<file path="src/rtl/uart_tx_mmio.sv">
//------------------------------------------------------------------------------
// uart_tx_mmio -- memory-mapped UART transmitter with a byte FIFO, on the
// CPU data bus next to the data memory. Frames are 8N1 by default.
// Optional build macro: UART_PARITY_EN (adds a parity bit between the data
// bits and the stop bit; CTRL bit2 selects odd parity, 0 = even).
//
// Ports:
//   clk    system clock, all state updates on the rising edge
//   rst    asynchronous active-high reset
//   addr   data byte address [11:0], same bits as the data memory sees
//   rw     1 = write (sampled at the clk edge), 0 = read
//   wdata  64-bit store data
//   rdata  combinational register read data, 0 outside the window
//   tx     serial output, registered, idles high
//   irq    transmit-done interrupt: irq_en & FIFO empty & FSM idle
//
// Register map (byte offsets from BASE_ADDR, 32-byte window):
//   0x00 TXDATA  W: push wdata[7:0]; reads 0
//   0x08 STATUS  R: [0] full [1] empty [2] busy [3] overflow (W1C)
//                   [11:8] FIFO count (zero-extended/truncated to 4 bits)
//   0x10 CTRL    RW: [0] enable [1] irq_en [2] odd parity (parity build only)
//   0x18 reserved, reads 0, writes ignored
//------------------------------------------------------------------------------

// uart_tx_fifo: generic single-clock FIFO with first-word-fall-through read port.
// Latency: a push at edge N is visible on pop_dat/count/empty right after edge N.
// Backpressure: push ignored when full unless popping the same cycle; pop ignored when empty.
module uart_tx_fifo #(
    parameter int WIDTH = 8,
    parameter int DEPTH = 8
) (
    input  logic                     clk,
    input  logic                     rst,
    input  logic                     push,
    input  logic [WIDTH-1:0]         push_dat,
    input  logic                     pop,
    output logic [WIDTH-1:0]         pop_dat,
    output logic                     full,
    output logic                     empty,
    output logic [$clog2(DEPTH):0]   count
);
    localparam int AW = $clog2(DEPTH);
    localparam logic [AW:0] FULL_CNT = DEPTH[AW:0];

    logic [WIDTH-1:0] mem [DEPTH];
    logic [AW-1:0]    wr_ptr;
    logic [AW-1:0]    rd_ptr;
    logic             do_push;
    logic             do_pop;

    assign empty   = (count == '0);
    assign full    = (count == FULL_CNT);
    assign do_pop  = pop & ~empty;
    // A pop in the same cycle frees the slot, so a push into a full FIFO is
    // still accepted; the write lands in the slot being read out this edge.
    assign do_push = push & (~full | do_pop);
    assign pop_dat = mem[rd_ptr];

    // Pointers are AW bits wide; DEPTH is a power of two so they wrap for free.
    always_ff @(posedge clk or posedge rst) begin
        if (rst) begin
            wr_ptr <= '0;
            rd_ptr <= '0;
            count  <= '0;
        end else begin
            if (do_push) wr_ptr <= wr_ptr + AW'(1);
            if (do_pop)  rd_ptr <= rd_ptr + AW'(1);
            case ({do_push, do_pop})
                2'b10:   count <= count + (AW+1)'(1);
                2'b01:   count <= count - (AW+1)'(1);
                default: count <= count;
            endcase
        end
    end

    // Storage needs no reset: only slots between the pointers are ever read.
    always_ff @(posedge clk) begin
        if (do_push) mem[wr_ptr] <= push_dat;
    end
endmodule

// uart_tx_mmio: CPU-bus register window feeding a TX FIFO and a serial framer.
// Latency: TXDATA write at edge N (FIFO empty, enabled, idle) pops and drives the start bit at edge N+1.
// Backpressure: none on the bus; a push to a full FIFO with no same-cycle pop is dropped and sets overflow.
module uart_tx_mmio #(
    parameter int          CLK_DIV    = 16,
    parameter int          FIFO_DEPTH = 8,
    parameter logic [11:0] BASE_ADDR  = 12'hF00
) (
    input  logic        clk,
    input  logic        rst,
    input  logic [11:0] addr,
    input  logic        rw,
    input  logic [63:0] wdata,
    output logic [63:0] rdata,
    output logic        tx,
    output logic        irq
);
    localparam int BW = (CLK_DIV > 2) ? $clog2(CLK_DIV) : 1;
    localparam logic [BW-1:0] DIV_LAST = BW'(CLK_DIV - 1);
    localparam int CW = $clog2(FIFO_DEPTH) + 1;

    localparam logic [4:0] OFF_TXDATA = 5'h00;
    localparam logic [4:0] OFF_STATUS = 5'h08;
    localparam logic [4:0] OFF_CTRL   = 5'h10;

    typedef enum logic [2:0] {
        S_IDLE,
        S_START,
        S_DATA,
`ifdef UART_PARITY_EN
        S_PARITY,
`endif
        S_STOP
    } state_t;

    // ------------------------------------------------------------------
    // Address decode
    // ------------------------------------------------------------------
    logic in_win;
    logic wr_txdata;
    logic wr_status;
    logic wr_ctrl;

    // The window is 32-byte aligned, so only addr[11:5] select it.
    assign in_win    = (addr[11:5] == BASE_ADDR[11:5]);
    assign wr_txdata = rw & in_win & (addr[4:0] == OFF_TXDATA);
    assign wr_status = rw & in_win & (addr[4:0] == OFF_STATUS);
    assign wr_ctrl   = rw & in_win & (addr[4:0] == OFF_CTRL);

    // ------------------------------------------------------------------
    // State
    // ------------------------------------------------------------------
    state_t          state;
    logic [BW-1:0]   baud_cnt;
    logic [2:0]      bit_idx;
    logic [7:0]      shreg;
    logic            ctrl_en;
    logic            irq_en;
    logic            overflow;
`ifdef UART_PARITY_EN
    logic            odd_sel;
    logic            par_bit;
`endif

    logic            busy;
    logic            frame_end;

    // FIFO interface
    logic            fifo_pop;
    logic [7:0]      fifo_dat;
    logic            fifo_full;
    logic            fifo_empty;
    logic [CW-1:0]   fifo_count;
    logic            ovf_set;

    uart_tx_fifo #(
        .WIDTH (8),
        .DEPTH (FIFO_DEPTH)
    ) u_fifo (
        .clk      (clk),
        .rst      (rst),
        .push     (wr_txdata),
        .push_dat (wdata[7:0]),
        .pop      (fifo_pop),
        .pop_dat  (fifo_dat),
        .full     (fifo_full),
        .empty    (fifo_empty),
        .count    (fifo_count)
    );

    assign busy      = (state != S_IDLE);
    assign frame_end = (state == S_STOP) && (baud_cnt == '0);

    // A new frame is loaded either from idle or straight out of the last
    // stop-bit cycle, which gives back-to-back frames with no idle gap.
    assign fifo_pop  = ctrl_en & ~fifo_empty & ((state == S_IDLE) | frame_end);
    assign ovf_set   = wr_txdata & fifo_full & ~fifo_pop;

    assign irq = irq_en & fifo_empty & ~busy;

    // ------------------------------------------------------------------
    // Control / status registers
    // ------------------------------------------------------------------
    always_ff @(posedge clk or posedge rst) begin
        if (rst) begin
            ctrl_en  <= 1'b0;
            irq_en   <= 1'b0;
            overflow <= 1'b0;
`ifdef UART_PARITY_EN
            odd_sel  <= 1'b0;
`endif
        end else begin
            if (wr_ctrl) begin
                ctrl_en <= wdata[0];
                irq_en  <= wdata[1];
`ifdef UART_PARITY_EN
                odd_sel <= wdata[2];
`endif
            end
            // Clear and set target different offsets, so they never collide.
            if (wr_status && wdata[3]) overflow <= 1'b0;
            else if (ovf_set)          overflow <= 1'b1;
        end
    end

    // ------------------------------------------------------------------
    // Serial framer. The baud counter reloads CLK_DIV-1 whenever a state
    // (or a new bit) begins and the state advances when it reaches 0, so
    // every bit lasts exactly CLK_DIV cycles.
    // ------------------------------------------------------------------
    always_ff @(posedge clk or posedge rst) begin
        if (rst) begin
            state    <= S_IDLE;
            baud_cnt <= '0;
            bit_idx  <= '0;
            shreg    <= '0;
            tx       <= 1'b1;
`ifdef UART_PARITY_EN
            par_bit  <= 1'b0;
`endif
        end else if (fifo_pop) begin
            // Only asserted in IDLE or on the final STOP cycle.
            shreg    <= fifo_dat;
            baud_cnt <= DIV_LAST;
            tx       <= 1'b0;
            state    <= S_START;
`ifdef UART_PARITY_EN
            par_bit  <= ^fifo_dat;
`endif
        end else begin
            case (state)
                S_IDLE: begin
                    tx <= 1'b1;
                end
                S_START: begin
                    if (baud_cnt == '0) begin
                        baud_cnt <= DIV_LAST;
                        bit_idx  <= 3'd0;
                        tx       <= shreg[0];
                        shreg    <= {1'b0, shreg[7:1]};
                        state    <= S_DATA;
                    end else begin
                        baud_cnt <= baud_cnt - BW'(1);
                    end
                end
                S_DATA: begin
                    if (baud_cnt == '0) begin
                        baud_cnt <= DIV_LAST;
                        if (bit_idx == 3'd7) begin
`ifdef UART_PARITY_EN
                            tx    <= par_bit ^ odd_sel;
                            state <= S_PARITY;
`else
                            tx    <= 1'b1;
                            state <= S_STOP;
`endif
                        end else begin
                            bit_idx <= bit_idx + 3'd1;
                            tx      <= shreg[0];
                            shreg   <= {1'b0, shreg[7:1]};
                        end
                    end else begin
                        baud_cnt <= baud_cnt - BW'(1);
                    end
                end
`ifdef UART_PARITY_EN
                S_PARITY: begin
                    if (baud_cnt == '0) begin
                        baud_cnt <= DIV_LAST;
                        tx       <= 1'b1;
                        state    <= S_STOP;
                    end else begin
                        baud_cnt <= baud_cnt - BW'(1);
                    end
                end
`endif
                S_STOP: begin
                    // Reaching here with baud_cnt == 0 means no pop was
                    // possible (disabled or FIFO empty): park in IDLE.
                    if (baud_cnt == '0) begin
                        state <= S_IDLE;
                    end else begin
                        baud_cnt <= baud_cnt - BW'(1);
                    end
                end
                default: begin
                    state <= S_IDLE;
                    tx    <= 1'b1;
                end
            endcase
        end
    end

    // ------------------------------------------------------------------
    // Combinational read port, same timing as the data memory.
    // ------------------------------------------------------------------
    logic [31:0] count_ext;
    logic [3:0]  count4;
    logic        unused_bits;

    // Zero-extend first, then keep the low nibble: covers both the
    // shallow (extend) and deep (truncate) FIFO cases.
    assign count_ext   = 32'(fifo_count);
    assign count4      = count_ext[3:0];
    assign unused_bits = ^{wdata[63:8], count_ext[31:4]};

    always_comb begin
        rdata = '0;
        if (in_win) begin
            case (addr[4:0])
                OFF_STATUS: rdata[11:0] = {count4, 4'b0000, overflow, busy, fifo_empty, fifo_full};
`ifdef UART_PARITY_EN
                OFF_CTRL:   rdata[2:0]  = {odd_sel, irq_en, ctrl_en};
`else
                OFF_CTRL:   rdata[1:0]  = {irq_en, ctrl_en};
`endif
                default:    rdata       = '0;
            endcase
        end
    end
endmodule

</file>
<file path="config.mk">
export PLATFORM = sky130hd
export DESIGN_NAME = uart_tx_mmio
export DESIGN_NICKNAME = d
export VERILOG_FILES = /design/src/rtl/uart_tx_mmio.sv
export SDC_FILE = /design/constraint.sdc
export NUM_CORES = 1
export LEC_CHECK = 0
export CAP_MARGIN = 10
export CORE_MARGIN = 1.5
export CORE_UTILIZATION = 25
export DETAILED_ROUTE_END_ITERATION = 16
export GPL_ROUTABILITY_DRIVEN = 1
export GPL_TIMING_DRIVEN = 0
export PLACE_DENSITY = 0.45
export RECOVER_POWER = 50
export SLEW_MARGIN = 20
export SYNTH_ARGS = -nofsm -noshare
export SYNTH_HDL_FRONTEND = slang
export SYNTH_SLANG_ARGS = --single-unit
export TNS_END_PERCENT = 30
</file>
<file path="constraint.sdc">
create_clock -name clk -period 3.5 [get_ports clk]
set_input_delay 0.525 -clock clk [delete_from_list [all_inputs] [get_ports clk]]
set_output_delay 0.525 -clock clk [all_outputs]
set_load 0.1 [all_outputs]
</file>
# == After elaboration in Yosys (flattened, before gate mapping) ==
# Memory sizes are Yosys's and may differ from the RTL's.
# Cells that the tools add are included.
# totals
reg_bits,32
latch_bits,0
ram_bits,64
rom_bits,0
in_bits,79
output_inout_bits,66
wordCells,106
mem_count,1
# mem_list
memory,words,width,read_ports,rd_clocked_by_memory_dff,wr,line,source
u_fifo.mem,8,8,1,0,1,45,logic [WIDTH-1:0] mem [DEPTH];
# classes
n_addsub,6
n_mul,0
div_mod_pow,0
n_lt_le_gt_ge,0
eq_ne,21
shifts,0
n_mux,31
bitwise,18
reduce_logical,18
# op_table
cell,n
$mux 8,4
$mux 3,7
$pmux 4 s2,2
$pmux 8 s2,1
$ne 3x3->1 const B,5
$and 1x1->1,12
$mux 12,1
$mux 4,3
$pmux 3 s4,1
$mux 10,1
$ne 2x2->1 const B,5
$reduce_and 5->1,2
$add 3x1->3 const B,3
$reduce_bool 3->1,3
$logic_not 4->1,2
$mux 1,8
$sub 4x1->4 const B,2
$eq 7x7->1 const B,1
$eq 3x2->1 const B,2
$pmux 3 s2,1
$reduce_bool 2->1,3
$eq 5x4->1 const B,1
$eq 5x5->1 const B,1
$logic_not 5->1,1
other kinds (17),22

# == Depth between registers and ports, before layout ==
# logic_depth
depth_word,9
depth_mapped,13
mapped_depth_nobuf,13

# == Cells and area by module ==
# From an unflattened synthesis, not the netlist that was laid out.
# hier_totals
cells_unflattened,352
hier_area_um2,4934.7
# modules_own_cells
module,instances,cells_each,area_each_um2,seq_area_each_um2
uart_tx_fifo,1,165,3135.5,2172.1
uart_tx_mmio,1,187,1799.2,526.8

# == Least setup slack after synthesis ==
# Ideal clock, no wire load.
# synth_timing
kind,input port to flip-flop
startpoint,in addr[1]
endpoint,reg u_fifo.count[2]
setup_time_ns,0.127
t_arrival_ns,3.050
t_required_ns,3.373
slack_ns,0.324
stages,11
path_buffers,0
cell_sequence,or4_4 > or4_4 > a211oi_2 > inv_1 > ha_1 > xor2_1 > ha_1 > a21oi_1 > xor2_1 > nor2_1 > xor2_1
# synth_between
elab_chain_cells,5
word_cells_on_any_way,7
cone_classes,2 x eq/ne; 1 x mux; 2 x bitwise; 2 x reduce/logical
# synth_lines
element,line,source
start: declaration,92,"input logic [11:0] addr,"
$logic_not 5->1 *,127,assign wr_txdata = rw & in_win & (addr[4:0] == OFF_TXDATA);
$and 1x1->1 *,127,
$and 1x1->1 *,56,assign do_push = push & (~full | do_pop);
$eq 2x1->1 or $eq 2x2->1 (tied branches),68,"case ({do_push, do_pop})"
$pmux 4 s2 or $reduce_bool 2->1 (tied branches),-,
end signal: assignment,69,2'b10: count <= count + (AW+1)'(1);
end signal: assignment,70,2'b01: count <= count - (AW+1)'(1);
end signal: assignment,71,default: count <= count;
end: declaration,40,output logic [$clog2(DEPTH):0] count
# Every way passes the cells marked *; elsewhere a longest branch is shown, timed or not.
# A chain may end at the register's enable or synchronous reset.

# == Worst setup path after layout ==
# layout_timing
startpoint,in addr[1]
endpoint,out rdata[0]
# layout_between
elab_chain_cells,3
word_cells_on_any_way,4
cone_classes,2 x eq/ne; 2 x mux
# layout_lines
element,line,source
$eq 5x5->1 or $eq 5x4->1 (tied branches),311,case (addr[4:0])
$pmux 2 s2 *,311,
$mux 12 *,310,if (in_win) begin
end: declaration,95,"output logic [63:0] rdata,"
# Marks and branches as above.

==> run metrics <==
Vias/cell approximately 4; Comb power frac 16.0%; CTS hold repair buffers 0; share of cells above drive strength 1 25.6%; clk root buf clkbuf_16; Cells after Synth 359; Initial Utilization 25.8%; LEAKAGE 2.39 nW; placed insts 707; final worst slack 0.163 ns; largest net degree at the start of global routing 32; Tot GR Track Use between 10% and 20%; switching part of the total 29.2%; multi-input logic area roughly 0.0019 mm2; die area ~0.020 mm2; Flop pwr share 48.4%; clock buffer depth 2; initial DRC count roughly 120; warnings from Yosys 0; outcome complete, no violations; WL final roughly 9600 um; Setup WS pre-CTS -0.523 ns; Power Density slightly above 400 mW/mm2; Cells on Worst Hold Path 2; Slew headroom 15.6%; Final setup viols 0; Crit Path Max Fanout 4; Worst-Margin Slew 1.26 ns; Clk pin slew, worst setup/hold paths 0.06 ns; fin crit period 3.34 ns; H-tree depth 3; storage element area 0.00270 mm2; RSZ-0062 raised after global routing false; # diodes 0; Netlist cell types 53; drt wl/cell 13.3 um; NetSw 0.728 mW; register area share after synthesis 55.2%; Die Wd 143 um; Layout area overhead 23.6%; Fin. Hold Viols 0; MaxCap Viol Count 0; DR pass1 iterations 4; dominant synthesized flop cell edfxtp_1; global-route wire length before repair between 15,000 and 20,000 um; Worst Hold Class flop to flop; initial antenna violation count 0; Hold WS around 0.47 ns; Routed Antenna Nets 0; WL met1 about 4500 um; RePlAce Congestion 0.757; async set-reset flop share out of synthesis 32.6%; crit end category output port; crit path kind input pin to output port; vias in the first global route 2,915; syn_area_per_cell 13.6 um2; WP data arrival approximately 2.8 ns; Finished Layout Cells 721; Tot Pwr ~2.5 mW; Peak VDD IR 0.189 mV; #FFs+latches synth 95; CTS buffer count 9; Die H 143 um; worst clock skew 0.00916 ns; worst-skew pair later-pin latency 0.33 ns; max-slew violation count 0; CTS tree done; Post-synth EDFFs 64; clock sinks 95; Clk network pwr share 35.6%; met2 WL 4470 um; Vias 2,879; cells on worst reg2reg path 13; Layout Nets 550; gr ovfl total 0; Pint about 1.8 mW; final routed DRC violation total 0; # IOs 145; Placement Rows 50; Max Used Layer met4; Worst Setup Start Kind input pin; post-DP HPWL around 6800 um; met3 WL 428 um; Post-CTS Setup Bufs 0; synthesized area 0.00489 mm2; final worst path period share 95.3%; number of port buffers 32; required time of the critical path 2.97 ns; core box area about 0.019 mm2; fmax 300 MHz; Fillers 1,917
synth_stat cells (2+ instances only):
cell	count	area (um2)
nand3b_1	2	15.0
mux2_1	4	45.0
nor2_1	9	33.8
xor2_1	5	43.8
o21ai_1	5	25.0
nand2b_1	4	25.0
a211oi_1	2	15.0
o32ai_1	2	17.5
buf_1	2	7.51
a21oi_1	7	35.0
xnor2_1	5	43.8
or4_4	2	22.5
mux2_2	8	90.1
a31oi_1	2	12.5
edfxtp_1	64	1920
o311ai_1	2	17.5
inv_1	22	82.6
buf_4	56	420
and3_1	3	18.8
mux4_2	16	360
nor3_1	4	20.0
a2111oi_4	2	55.1
nor2b_1	2	12.5
o21ai_0	3	15.0
a22o_1	2	17.5
nor3b_2	2	25.0
and2_1	8	50.1
nor4_1	4	25.0
and3b_1	4	35.0
mux2i_1	19	190
buf_2	2	10.0
nand2_1	14	52.6
ha_1	14	175
clkbuf_1	9	33.8
dfrtp_1	30	751
layout by cell type, fill, tap and decap left out, types with 10 or more instances in the layout:
master           synthesis  routed
dfrtp_1                 30      30
mux4_2                  16      16
buf_4                   56      57
nand2_1                 14      14
edfxtp_1                64      64
conb_1                   1      56
mux2i_1                 19      19
clkbuf_1                 9      10
ha_1                    14      13
inv_1                   22      23
clkdlybuf4s50_1          0      15
final timing paths:
path,endpoint,slack [ns],from
worst max register to register,u_fifo.count[2],0.38,baud_cnt[0]
worst min-delay path,tx,0.47,tx
max in group asynchronous,baud_cnt[0],1.76,rst
min in group asynchronous,bit_idx[0],0.98,rst
worst max-delay path,rdata[0],0.16,addr[1]
worst min register to register,tx,0.47,tx
through the flow:
stage / utilization [%] / instance area, um2 / setup TNS [ns]
after detailed placement: 30.4 / 5760 / -5.92
after CTS: 31.8 / 6030 / -0.190
after floorplan: - / 5100 / 0
after global routing: 31.9 / 6040 / 0
final: 31.9 / 6040 / 0
after global placement: 30.3 / 5740 / -14.32
power groups by stage:
stage | logic (mW) | clock network (mW) | registers [mW]
floorplan | 0.351 | 0 | 1.23
global placement | 0.396 | 0 | 1.23
detailed placement | 0.400 | 0 | 1.23
CTS | 0.400 | 0.917 | 1.21
global route | 0.420 | 0.966 | 1.21
finish | 0.400 | 0.889 | 1.21
worst max-delay path, stage by stage:
cell and delay, ns:
clkdlybuf4s50_1 0.40, or4_4 0.58, nor4_1 0.50, a22o_1 0.25
clkdlybuf4s15_2 0.57
registers in the layout, summed over array words and instances, names as in the netlist:
name / count
baud_cnt: 4
bit_idx: 3
ctrl_en: 1
shreg: 8
irq_en: 1
tx: 1
overflow: 1
u_fifo.wr_ptr: 3
u_fifo.rd_ptr: 3
u_fifo.count: 4
u_fifo.mem: 64
state: 2
layer usage:
metal,vias up,track usage [%]
met4,0,3.42
met2,90,16.6
li1,1387,-
met5,-,0
met1,1394,13.5
met3,8,1.95
layout make-up:
| type | count | share of cell area [%] |
|---|---|---|
| clock inverter | 4 | 0.497 |
| multi-input combinational | 227 | 31.0 |
| buffer | 68 | 7.74 |
| sequential | 95 | 44.7 |
| inverter | 23 | 1.43 |
| tap | 260 | 5.38 |
| timing repair buffer | 33 | 5.49 |
| clock buffer | 11 | 3.85 |
kinds of logic (layout without fill, tap and decap cells):
kind of cell / count (synthesis) / after routing / synth area share [%]
flops: 95 / 95 / 55.2
simple gates: 64 / 64 / 7.83
fa+ha+maj: 14 / 14 / 3.58
buf+inv: 92 / 139 / 11.4
other cells: 1 / 56 / 0.0767
mux: 47 / 47 / 14.0
compound gates: 36 / 36 / 6.09
xor+xnor: 10 / 10 / 1.79
what timing repair did:
item / in CTS / in global routing
pin swaps: 0 / 1
resized for setup: 23 / 5
gates cloned: 0 / 0
setup endpoints to repair: 8 / 10
endpoints found under the hold margin: 0 / 0
Power figures use the tool's default switching activity.
